[config.mk]
export PLATFORM = sky130hd
export DESIGN_NAME = xor_share_arbiter
export DESIGN_NICKNAME = d
export VERILOG_FILES = /design/src/rtl/xor_arb_pkg.sv /design/src/rtl/xor_share_arbiter_xor.sv /design/src/rtl/xor_share_arbiter.sv
export SDC_FILE = /design/constraint.sdc
export NUM_CORES = 1
export LEC_CHECK = 0
export CAP_MARGIN = 10
export CORE_UTILIZATION = 42
export DETAILED_ROUTE_END_ITERATION = 12
export PLACE_DENSITY = 0.77
export SETUP_SLACK_MARGIN = 0.2
export SYNTH_ARGS = -nofsm -noshare
export SYNTH_HDL_FRONTEND = slang
export SYNTH_SLANG_ARGS = --single-unit
[constraint.sdc]
create_clock -name clk -period 1.37 [get_ports clk]
set_clock_uncertainty 0.15 [all_clocks]
set_input_delay 0.274 -clock clk [delete_from_list [all_inputs] [get_ports clk]]
set_output_delay 0.274 -clock clk [all_outputs]
set_load 0.005 [all_outputs]
[src/rtl/xor_arb_pkg.sv]
// Shared types and helpers for the two-requester XOR arbiter.
// Holds the FSM state encoding, requester ids and the round-robin pick function.
package xor_arb_pkg;

  typedef enum logic [1:0] {
    IDLE = 2'd0,
    EXEC = 2'd1,
    RESP = 2'd2
  } arb_state_t;

  localparam logic REQ0_ID = 1'b0;
  localparam logic REQ1_ID = 1'b1;

  // On a tie the requester that did not own the last completed response wins.
  function automatic logic rr_pick(input logic v0, input logic v1, input logic last_grant);
    logic pick;
    if (v0 && v1) begin
      pick = ~last_grant;
    end else if (v1) begin
      pick = REQ1_ID;
    end else begin
      pick = REQ0_ID;
    end
    return pick;
  endfunction

endpackage

[src/rtl/xor_share_arbiter_xor.sv]
// Shared bitwise XOR datapath; purely combinational, no carry or flags.
// Fed from the arbiter's captured operand registers.
module bitwise_XOR #(
  parameter int WIDTH = 4
) (
  input  logic [WIDTH-1:0] i_a,
  input  logic [WIDTH-1:0] i_b,
  output logic [WIDTH-1:0] o_y
);

  assign o_y = i_a ^ i_b;

endmodule

[src/rtl/xor_share_arbiter.sv]
// Round-robin arbiter sharing one XOR unit between two requesters, with
// operand capture and a registered, id-tagged valid/ready response.
//
// state | meaning
// IDLE  | waiting for a request; grants one requester and captures its operands
// EXEC  | captured operands through the XOR unit; result registered
// RESP  | rsp_valid high, held until the consumer accepts
module xor_share_arbiter
  import xor_arb_pkg::*;
#(
  parameter int WIDTH = 4
) (
  input  logic             clk,
  input  logic             rst,
  input  logic             req0_valid,
  output logic             req0_ready,
  input  logic [WIDTH-1:0] req0_a,
  input  logic [WIDTH-1:0] req0_b,
  input  logic             req1_valid,
  output logic             req1_ready,
  input  logic [WIDTH-1:0] req1_a,
  input  logic [WIDTH-1:0] req1_b,
  output logic             rsp_valid,
  input  logic             rsp_ready,
  output logic [WIDTH-1:0] rsp_data,
  output logic             rsp_id
);

  arb_state_t       r_state;
  arb_state_t       w_state_nxt;
  logic             r_last_grant;
  logic [WIDTH-1:0] r_op_a;
  logic [WIDTH-1:0] r_op_b;
  logic             r_op_id;
  logic [WIDTH-1:0] r_rsp_data;
  logic             r_rsp_id;
  logic [WIDTH-1:0] w_xor;
  logic             w_grant_id;
  logic             w_accept;

  bitwise_XOR #(
    .WIDTH(WIDTH)
  ) u_xor (
    .i_a(r_op_a),
    .i_b(r_op_b),
    .o_y(w_xor)
  );

  assign w_grant_id = rr_pick(req0_valid, req1_valid, r_last_grant);

  always_comb begin
    w_state_nxt = r_state;
    w_accept    = 1'b0;
    req0_ready  = 1'b0;
    req1_ready  = 1'b0;
    unique case (r_state)
      IDLE: begin
        // Readies are gated by rst so nothing is handed over during reset.
        if ((req0_valid || req1_valid) && !rst) begin
          w_accept    = 1'b1;
          req0_ready  = (w_grant_id == REQ0_ID);
          req1_ready  = (w_grant_id == REQ1_ID);
          w_state_nxt = EXEC;
        end
      end
      EXEC: w_state_nxt = RESP;
      RESP: begin
        if (rsp_ready) begin
          w_state_nxt = IDLE;
        end
      end
      default: w_state_nxt = IDLE;
    endcase
  end

  always_ff @(posedge clk) begin
    if (rst) begin
      r_state      <= IDLE;
      r_last_grant <= REQ1_ID;
      r_op_a       <= '0;
      r_op_b       <= '0;
      r_op_id      <= REQ0_ID;
      r_rsp_data   <= '0;
      r_rsp_id     <= REQ0_ID;
    end else begin
      r_state <= w_state_nxt;
      if (w_accept) begin
        r_op_a  <= (w_grant_id == REQ1_ID) ? req1_a : req0_a;
        r_op_b  <= (w_grant_id == REQ1_ID) ? req1_b : req0_b;
        r_op_id <= w_grant_id;
      end
      if (r_state == EXEC) begin
        r_rsp_data <= w_xor;
        r_rsp_id   <= r_op_id;
      end
      if ((r_state == RESP) && rsp_ready) begin
        r_last_grant <= r_rsp_id;
      end
    end
  end

  assign rsp_valid = (r_state == RESP);
  assign rsp_data  = r_rsp_data;
  assign rsp_id    = r_rsp_id;

endmodule
### Word level (Yosys, flattened, before mapping)

Index checks and enable logic that the tools add are counted.

* flip-flop bits (word level): 17
* output and inout port bits: 8
* word-level logic and storage cells: 34

* equality and inequality tests: 4
* muxes and demuxes: 13
* bitwise gates (word level): 3
* reductions and logical operators: 7

Operators with widths (number)
* $mux 1: 8
* $mux 4: 2
* $pmux 2 s3: 1
* $mux 2: 2
* $xor 4x4->4: 1
* $logic_and 1x1->1: 3
* $eq 2x1->1 const B: 1
* $eq 2x2->1 const B: 1
* $logic_not 2->1: 1
* $ne 2x1->1 const B: 1
* $ne 2x2->1 const B: 1
* $not 1->1: 2
* $reduce_and 2->1: 1
* $logic_not 1->1: 1
* $logic_or 1x1->1: 1

### Logic depth before layout (Yosys ltp)

* depth in word-level cells: 5
* depth in mapped cells: 5

### Modules after synthesis

Synthesis repeated with hierarchy kept, for this count alone.

* cells, all modules: 86
* area total of the unflattened synthesis: 783.3 um^2

Modules (own cells, without submodules)
* xor_share_arbiter: times used 1, cells each 82, area an instance 748.2 um^2, sequential area each 340.3 um^2
* bitwise_XOR: times used 1, cells each 4, area an instance 35.0 um^2, sequential area each 0.0 um^2

### Least setup slack after synthesis

No wires, ideal clock.

* path type: reg-to-output
* start point: reg r_state[1]
* end point: out req1_ready
* arrival time: 0.828 ns
* required time: 0.946 ns
* slack: 0.118 ns
* cell stages (with the launch flop): 5
* path buffers: 1
* cells stage by stage: dfxtp_1 > nor3_4 > buf_6 > nand3_1 > inv_1

* cells in the longest elaborated chain, start to end: 2

Ends and longest elaborated chain
* from (decl): line xor_share_arbiter.sv:29 `arb_state_t r_state;`
* from (signal assigned): line xor_share_arbiter.sv:86 `r_state <= w_state_nxt;`
* $logic_not 2->1: line xor_share_arbiter.sv:56 `unique case (r_state)`
* $mux 1: line xor_share_arbiter.sv:56
* to (decl): line xor_share_arbiter.sv:20 `output logic req1_ready,`

Every way passes these cells.

### Worst setup path after layout

* start point: reg r_state[0]
* end point: out req1_ready

The elaborated chain is that of the path after synthesis.

==> impl_metrics.csv <==
group,metric,value,unit
outcome,status,"complete, but fails checks",
outcome,failed_checks,"negative setup slack",
timing,period_share,119,%
placed_design,gp_congestion,0.743,
final_layout,fillerInstances,99,
min_path,whs_endpoint,"rsp_data[1]$_SDFFE_PP0N_",
timing,drv_slew,0,
grt,grt_pass1_wl,3730,µm
placed_design,io_buffer_count,28,
final_layout,stdcell_count,168,
clocking,clkSlewWorstSetupHoldPaths,0.11,ns
grt,antenna_found_initial,0,
route,dr.pass1.iters,4,
setup_path,worstSetupPathType,"flop to primary output",
setup_path,crit-reg2reg-launch,"r_state[0]$_SDFFE_PP0P_",
placed_design,hpwlAfterDp,1370,µm
placed_design,post-place-ws,-0.716,ns
synth,synthCells,87,
final_layout,num_antenna_cells,0,
power,ir_drop,0.561,mV
timing,fin_crit,1.64,ns
clocking,cts_tree,"yes",
grt,grt_busiest_layer,"met2",
route,wl,2750,µm
synth,synth_area,777,µm²
synth,yosysSeqAreaShare,43.8,%
clocking,clkLatencyLatePin,0.30,ns
setup_path,startpoint_type,"flop",
grt,track_usage,26.3,%
min_path,hp-start,"rsp_data[1]$_SDFFE_PP0N_",
route,drt_iter0_drc,19,
grt,gr-usage-met2,42.3,%
final_layout,finalNetCount,165,
floorplan,core_area,1730,µm²
final_layout,multi_input_area,449,µm²
final_layout,drive_above_1_share,46.9,%
setup_path,r2r_slack,-0.20,ns
timing,hold_viol,0,
route,wire_per_inst,16.4,µm
final_layout,final_util,81.8,%
floorplan,ios,29,
synth,ys_ff_latch,17,
setup_path,critPathTopFamily,"flip-flops",
synth,synth_cell_types,24,
route,num_vias,898,
setup_path,worstPathRequired,0.95,ns
power,p_per_area,925,nW/µm²
flow_run,drv_cap,0,
grt,met1_usage,34.2,%
grt,grtUsageMet3,4.40,%
timing,tightest_slew,0.215,ns
clocking,hold_buffers,0,
clocking,clock-sinks,17,
timing,max_freq,611,MHz
min_path,min_path_cells,2,
synth,avgSynthCellArea,8.93,µm²
route,antenna_left,0,
setup_path,r2r_end,"r_op_a[0]$_SDFFE_PP0P_",
setup_path,slowest_delay,0.37,ns
timing,maxSlewHeadroom,85.6,%
setup_path,critical_path_arrival,1.21,ns
power,finalPower,1.31,mW
clocking,cts_buffer_depth,2,
timing,layout_setup_ws,-0.266,ns
setup_path,critPathMaxFanout,3,
floorplan,die_x,45.0,µm
setup_path,worstPathCellList,"nor3_4 > nand3_2 > inv_1 > buf_2",
grt,gr-total-overflow,0,
floorplan,rows,15,
final_layout,seq_area,352,µm²
route,avgViaCountPerCell,5.35,
timing,grt_setup_unrepaired,"true",
setup_path,cpMaxStageDelayCell,"dfxtp_4",
clocking,cts_root_buffer,"clkbuf_4",
timing,setup_viol,15,
grt,grt_max_degree,17,
placed_design,place_inst,145,
clocking,cts_buffers,3,
min_path,worstHoldPathType,"flop to flop",
final_layout,area_growth,81.8,%
grt,grt_pass1_vias,782,
floorplan,initial_core_util,45.0,%
clocking,cts_max_level,1,
route,drc,0,
setup_path,critPathCaptureType,"primary output",
floorplan,dieArea,2030,µm²
floorplan,dieHeight,45.0,µm
synth,syn-num-nets,108,
synth,ys_warn_count,0,
setup_path,reg2regPathDepth,8,
timing,hold_ws,0.354,ns
power,p_leak,0.601,nW
setup_path,path_buf_inv,2,
synth_stat cells:
cell type,number,area (µm²)
inv_1,2,7.51
a21bo_1,1,10.0
buf_6,3,33.8
nor2_1,7,26.3
dfxtp_1,17,340
clkbuf_1,1,3.75
nor2b_1,1,6.26
nor3_4,1,16.3
xnor2_1,4,35.0
a21oi_1,10,50.1
a21boi_2,1,11.3
or2_1,1,6.26
and2b_1,1,7.51
a311oi_1,8,70.1
buf_4,1,7.51
a21boi_0,1,7.51
nand3_1,1,5.00
nand2_1,17,63.8
inv_2,1,3.75
a21bo_2,1,10.0
a311o_1,1,10.0
mux2i_1,1,10.0
a211oi_1,4,30.0
clkbuf_2,1,5.00
where the power goes:
part	leakage (nW)	total (mW)	internal (mW)	switching, mW
logic	0.440	0.444	0.258	0.186
clock network	0.0177	0.289	0.109	0.180
registers	0.143	0.575	0.542	0.0330
total	0.601	1.31	0.908	0.399
cells in the final DEF (no fill, tap or decap):
master / n
clkdlybuf4s50_1: 17
nand2_1: 16
buf_6: 15
buf_4: 14
dfxtp_1: 10
a21oi_1: 9
buf_2: 7
a311oi_1: 6
dfxtp_2: 6
xnor2_1: 4
nor2_2: 4
nor2_1: 3
clkbuf_4: 3
dlygate4sd2_1: 3
inv_1: 2
a211oi_2: 2
a211oi_1: 2
a311oi_2: 2
and2b_1: 1
a21boi_4: 1
or2_1: 1
nor3_4: 1
nand3_2: 1
nand2_2: 1
inv_8: 1
a21bo_2: 1
nor2b_4: 1
a21oi_4: 1
a21boi_2: 1
a311o_1: 1
a21bo_1: 1
mux2i_2: 1
clkinv_2: 1
inv_6: 1
dfxtp_4: 1
buf_12: 1
metrics by stage:
stage,cell area (µm²),setup TNS (ns)
after floorplan,778,0
after global placement,1120,-4.56
after detailed placement,1120,-5.14
after CTS,1250,-1.86
after global routing,1410,-3.29
final,1410,-2.49
layout make-up:
type	instances	area share, %
tap	25	2.21
timing repair buffer	57	37.2
multi-input combinational	61	31.8
clock inverter	1	0.354
timing repair inverter	1	0.620
sequential	17	24.9
clock buffer	3	1.59
inverter	3	1.33
layer usage:
layer | share of wire (%) | vias to the layer above | wire [µm]
met5 | 0 | - | 0
met4 | 3.4 | 0 | 93
met3 | 3.2 | 10 | 87
li1 | - | 421 | -
met1 | 41 | 433 | 1130
met2 | 52 | 34 | 1440
flip-flops by register name, summed over array words and instances (netlist names):
register      count
r_state           2
rsp_data          4
r_op_b            4
r_last_grant      1
r_op_a            4
rsp_id            1
r_op_id           1
worst max-delay path by stage:
stage,from,to,cells after the start
finish,r_state[0]$_SDFFE_PP0P_,req1_ready,4
global placement,req1_valid,req1_ready,5
CTS,r_state[1]$_SDFFE_PP0P_,req0_ready,4
detailed placement,req1_valid,req1_ready,5
global route,r_state[0]$_SDFFE_PP0P_,req1_ready,4
floorplan,r_state[1]$_SDFFE_PP0P_,req1_ready,4
logic make-up (layout without fill, tap and decap cells):
family | Yosys count | after routing | share of synthesized area, %
AND/OR/NAND/NOR | 29 | 29 | 16.9
AO/OA/AOI/OAI | 27 | 27 | 25.6
flip-flops | 17 | 17 | 43.8
buffers and inverters | 9 | 65 | 7.89
XOR/XNOR | 4 | 4 | 4.51
multiplexers | 1 | 1 | 1.29
tightest hold or removal path, stage by stage (launching register included):
cell      delay [ns]
dfxtp_2         0.34
nor2_2          0.10
a211oi_1        0.04
repair_timing:
action | in CTS | in global routing
resized for setup | 59 | 21
gates cloned | 2 | 0
buffers inserted | 8 | 9
setup endpoints to repair | 22 | 25
pin swaps | 12 | 4
Note: power is estimated with default switching activity, not from simulation.
